==> src/rtl/fd_pkg.sv <==
// Shared constants and helpers for the fd_pipe register pipeline and its stage cells.
package fd_pkg;

   localparam string GSR_ENABLED  = "ENABLED";
   localparam string GSR_DISABLED = "DISABLED";
   localparam int    FD_MAX_DEPTH = 32'sd16;
   localparam int    FD_MAX_WIDTH = 32'sd64;

   // Ceiling log2 with a floor of 1, so single-entry selects still get a 1-bit port.
   function automatic int fd_clog2(input int n);
      int r;
      int v;
      r = 32'sd0;
      v = n - 32'sd1;
      while (v > 32'sd0) begin
         r = r + 32'sd1;
         v = v / 32'sd2;
      end
      return (r < 32'sd1) ? 32'sd1 : r;
   endfunction

endpackage

==> src/rtl/fd_stage.sv <==
// One pipeline cell: data plus valid flag in a single register, with clock enable,
// synchronous LSR load and an asynchronous global-init force.
module fd_stage
   import fd_pkg::*;
#(
   parameter int               WIDTH = 8,
   parameter logic [WIDTH-1:0] INIT  = {WIDTH{1'b1}}
) (
   input  logic             i_clk,
   input  logic             i_init_n,
   input  logic             i_lsr,
   input  logic             i_ce,
   input  logic [WIDTH:0]   i_d,
   output logic [WIDTH:0]   o_q
);

   logic [WIDTH:0] r_q;

   // Bit 0 is the valid flag; both reset paths load INIT with the flag cleared.
   always_ff @(posedge i_clk or negedge i_init_n) begin
      if (!i_init_n) begin
         r_q <= {INIT, 1'b0};
      end else if (i_lsr) begin
         r_q <= {INIT, 1'b0};
      end else if (i_ce) begin
         r_q <= i_d;
      end else begin
         r_q <= r_q;
      end
   end

   assign o_q = r_q;

endmodule

==> src/rtl/fd_pipe.sv <==
// Fixed-depth data/valid delay line with a selectable tap and an occupancy counter.
// GSRN/PURN are the global init nets; integrations without them tie both high.
module fd_pipe
   import fd_pkg::*;
#(
   parameter int               WIDTH = 8,
   parameter int               DEPTH = 4,
   parameter logic [WIDTH-1:0] INIT  = {WIDTH{1'b1}},
   parameter string            GSR   = GSR_ENABLED
) (
   input  logic                                   CK,
   input  logic                                   LSR,
   input  logic                                   CE,
   input  logic [WIDTH-1:0]                       D,
   input  logic                                   DV,
   input  logic [fd_clog2(DEPTH)-1:0]             TAPSEL,
   input  logic                                   GSRN,
   input  logic                                   PURN,
   output logic [WIDTH-1:0]                       Q,
   output logic                                   QV,
   output logic [WIDTH-1:0]                       QT,
   output logic                                   QTV,
   output logic [fd_clog2(DEPTH + 32'sd1)-1:0]    CNT
);

   localparam int            CW      = fd_clog2(DEPTH + 32'sd1);
   localparam logic [CW-1:0] CNT_ONE = CW'(1'b1);
   localparam bit            USE_GSR = (GSR == GSR_ENABLED);

   if ((WIDTH < 32'sd1) || (WIDTH > FD_MAX_WIDTH) || (DEPTH < 32'sd1) || (DEPTH > FD_MAX_DEPTH) ||
       ((GSR != GSR_ENABLED) && (GSR != GSR_DISABLED))) begin : g_bad_params
      $error("fd_pipe: parameter out of range");
   end

   logic           w_init_n;
   logic [WIDTH:0] w_stage [DEPTH];
   logic [WIDTH:0] w_tap;
   logic           w_last_v;
   logic [CW-1:0]  w_cnt_next;
   logic [CW-1:0]  r_cnt;

   assign w_init_n = PURN & (USE_GSR ? GSRN : 1'b1);

   for (genvar g = 0; g < DEPTH; g++) begin : g_stage
      logic [WIDTH:0] w_d;
      if (g == 32'sd0) begin : g_head
         assign w_d = {D, DV};
      end else begin : g_body
         assign w_d = w_stage[g - 32'sd1];
      end
      fd_stage #(
         .WIDTH (WIDTH),
         .INIT  (INIT)
      ) u_stage (
         .i_clk    (CK),
         .i_init_n (w_init_n),
         .i_lsr    (LSR),
         .i_ce     (CE),
         .i_d      (w_d),
         .o_q      (w_stage[g])
      );
   end

   // Tap select; any TAPSEL past the end falls back to the last stage.
   always_comb begin
      w_tap = w_stage[DEPTH - 32'sd1];
      for (int i = 0; i < DEPTH; i++) begin
         w_tap = (int'(TAPSEL) == i) ? w_stage[i] : w_tap;
      end
   end

   assign w_last_v = w_stage[DEPTH - 32'sd1][0];

   // Occupancy delta: a valid entering and one leaving on the same edge cancel.
   always_comb begin
      w_cnt_next = r_cnt;
      if (DV && !w_last_v) begin
         w_cnt_next = r_cnt + CNT_ONE;
      end else if (!DV && w_last_v) begin
         w_cnt_next = r_cnt - CNT_ONE;
      end else begin
         w_cnt_next = r_cnt;
      end
   end

   // Occupancy counter shares the stage reset and enable behaviour.
   always_ff @(posedge CK or negedge w_init_n) begin
      if (!w_init_n) begin
         r_cnt <= {CW{1'b0}};
      end else if (LSR) begin
         r_cnt <= {CW{1'b0}};
      end else if (CE) begin
         r_cnt <= w_cnt_next;
      end else begin
         r_cnt <= r_cnt;
      end
   end

   assign Q   = w_stage[DEPTH - 32'sd1][WIDTH:1];
   assign QV  = w_last_v;
   assign QT  = w_tap[WIDTH:1];
   assign QTV = w_tap[0];
   assign CNT = r_cnt;

endmodule

==> config.mk <==
export PLATFORM = sky130hd
export DESIGN_NAME = fd_pipe
export DESIGN_NICKNAME = d
export VERILOG_FILES = /design/src/rtl/fd_pkg.sv /design/src/rtl/fd_stage.sv /design/src/rtl/fd_pipe.sv
export SDC_FILE = /design/constraint.sdc
export NUM_CORES = 1
export LEC_CHECK = 0
export ABC_AREA = 1
export BUFFER_PORTS_ARGS = -buffer_cell sky130_fd_sc_hd__buf_4
export CORE_UTILIZATION = 25
export CTS_CLUSTER_DIAMETER = 30
export CTS_CLUSTER_SIZE = 12
export DETAILED_ROUTE_END_ITERATION = 6
export PLACE_DENSITY = 0.42
export SKIP_CTS_REPAIR_TIMING = 1
export SLEW_MARGIN = 20
export SYNTH_ARGS = -nofsm -noshare
export SYNTH_HDL_FRONTEND = slang
export SYNTH_SLANG_ARGS = --single-unit
==> constraint.sdc <==
create_clock -name CK -period 3.9 [get_ports CK]
set_input_delay 1.17 -clock CK [delete_from_list [all_inputs] [get_ports CK]]
set_output_delay 1.17 -clock CK [all_outputs]
set_load 0.02 [all_outputs]
==> results_dict.tcl <==
set metrics [dict create \
    status "finished, final reports clean" \
    cp.arrival_ns 2.22 \
    finalSetupViolCount 0 \
    yosys.area.top_type "dfstp_2" \
    yosysUniqueCellTypes 19 \
    synth.top_cell.area_share_pct 44.30 \
    fin_nets 277 \
    worstMarginPinSlew_ns 0.7528 \
    clock_latency_ns 0.29 \
    ys_ff_latch 39 \
    path_clk_slew_ns 0.08 \
    dpl_cell_area_um2 2256 \
    ys_seq_area_share_pct 53.53 \
    slew_headroom_pct 49.76 \
    fin_skew_ns 0.005057 \
    placed_cells 352 \
    syn-num-nets 241 \
    drv_slew 0 \
    post-place-ws_ns 0.5087 \
    endpoint_kind "output pin" \
    initial_core_util_pct 26.03 \
    min_period_ns 3.391 \
    place.gp.congestion 0.7307 \
    hold_depth 2 \
    grt_usage_pct 14.41 \
    rsz0062_at_grt "no" \
    p_leak_nw 1.117 \
    first_pass_iters 4 \
    stdcell_area_um2 2369 \
    yosysWarnings 0 \
    synth.avg_cell_area_um2 8.474 \
    required_ns 2.73 \
    core_area_um2 7292 \
    tns_ns 0 \
    viasPerCell 4.481 \
    rr_worst_depth 10 \
    p_total_uw 962.2 \
    die-height_um 89.14 \
    wl_per_cell_um 14.11 \
    io_buffers 36 \
    grt_first_pass_wirelength_um 8445 \
    cts_buffers 5 \
    cts_root_buf "clkbuf_8" \
    vias 1613 \
    worstSetupStartpointType "primary input" \
    final_antenna_net_count 0 \
    dpl.hpwl_um 3233 \
    grt_pass1_vias 1624 \
    io-pin-count 37 \
    die_w_um 89.14 \
    layout_commonest_cell "nand2_1" \
    dr.first_iter.drc_count 54 \
    drc 0 \
    clockBufferDepth 2 \
    layout_common_cells "68 x nand2_1, 39 x buf_4, 32 x dfstp_2" \
    die_area_um2 7945 \
    layout_setup_ws_ns 0.5090 \
    clock.fmax_mhz 294.9 \
    netlist_instances 224 \
    fin_crit_sh_pct 86.95 \
    finalWirelength_um 5081 \
    cellPowerDensity_nw_per_um2 406.2 \
    yosys-top-cells-area "dfstp_2 44%, nand2_1 13%, dfrtp_1 9.2%, a21oi_1 7.1%, inv_1 5.7%" \
    cp_max_fo 9 \
    areaGrowthSynthToFinish_pct 24.79 \
    fp-row-count 31 \
    fin_cells 360 \
    synth_area_um2 1898 \
    vdd_drop_max_mv 0.1130 \
    cts_sinks 39 \
    hold_viol 0 \
    final_layout_size_suffix_gt1_share_pct 31.80 \
    cts_max_level 2 \
    grt.overflow.total 0 \
    cts_tree "yes" \
    hp-class "flop to flop" \
    antenna_found_initial 0 \
    worstSetupPathType "primary input to output pin" \
    cap_violations 0 \
    num_antenna_cells 0 \
    grt_max_degree 42 \
]
[stage by stage]
| stage | hold slack (ns) | utilization, % |
|---|---|---|
| after floorplan | 0.4539 | - |
| after global placement | 0.4686 | 30.94 |
| after detailed placement | 0.4727 | 30.94 |
| after CTS | 0.4864 | 32.48 |
| after global routing | 0.4982 | 32.48 |
| final | 0.4809 | 32.48 |
[worst max-delay path, stage by stage]
cell and delay, ns:
buf_4 0.12, nor2_2 0.45, nand2_1 0.10, o21ai_0 0.11, o21bai_1 0.08, nand2_1 0.06
buf_4 0.13
[Yosys cell counts, drive strengths merged]
| master | number |
|---|---|
| a21oi | 27 |
| buf | 9 |
| clkbuf | 1 |
| dfrtp | 7 |
| dfstp | 32 |
| fa | 1 |
| inv | 30 |
| nand2 | 68 |
| nand3 | 4 |
| nor2 | 6 |
| o2111ai | 8 |
| o211ai | 8 |
| o21ai | 21 |
| o21bai | 1 |
| o31ai | 1 |
[where the power goes]
part / internal [mW] / total [mW] / switching [mW]
combinational: 0.0620 / 0.166 / 0.104
sequential: 0.448 / 0.466 / 0.0172
clock: 0.181 / 0.331 / 0.149
[cell type report]
type | count | area (µm²)
tap | 99 | 123.9
inverter | 30 | 112.6
sequential | 39 | 1016
multi-input combinational | 145 | 710.7
clock inverter | 1 | 5.005
fill | 834 | 4923
timing repair buffer | 39 | 292.8
clock buffer | 7 | 107.6
[routing by layer]
layer | up-vias | track usage (%) | wire (µm)
li1 | 804 | - | -
met1 | 769 | 20.25 | 2479
met2 | 33 | 22.28 | 2312
met3 | 7 | 3.047 | 228
met4 | 0 | 4.329 | 61
met5 | - | 0 | 0
[registers in the layout (all words and copies together), names as in the netlist]
signal / cells
g_stage.u_stage.o_q: 36
CNT: 3
[cell families after synthesis]
group | count (synthesis) | synth area share (%)
buffers and inverters | 40 | 9.030
adder cells (fa/ha/maj) | 1 | 1.055
flip-flops | 39 | 53.53
AND/OR/NAND/NOR | 78 | 16.08
AO/OA/AOI/OAI | 66 | 20.30
[final timing paths]
check,slack [ns],start,to
setup reg to reg,2.35,g_stage[3].u_stage.o_q[0]$_DFFE_PN0P_,CNT[2]$_DFFE_PN0P_
hold / removal,0.48,g_stage[2].u_stage.o_q[5]$_DFFE_PN1P_,g_stage[2].u_stage.o_q[5]$_DFFE_PN1P_
hold reg to reg,0.48,g_stage[2].u_stage.o_q[5]$_DFFE_PN1P_,g_stage[2].u_stage.o_q[5]$_DFFE_PN1P_
min in group asynchronous,1.02,GSRN,g_stage[1].u_stage.o_q[0]$_DFFE_PN0P_
setup / recovery,0.51,TAPSEL[1],QT[6]
max in group asynchronous,2.12,PURN,g_stage[1].u_stage.o_q[6]$_DFFE_PN1P_
No activity file was read; power rests on OpenSTA's default activity.
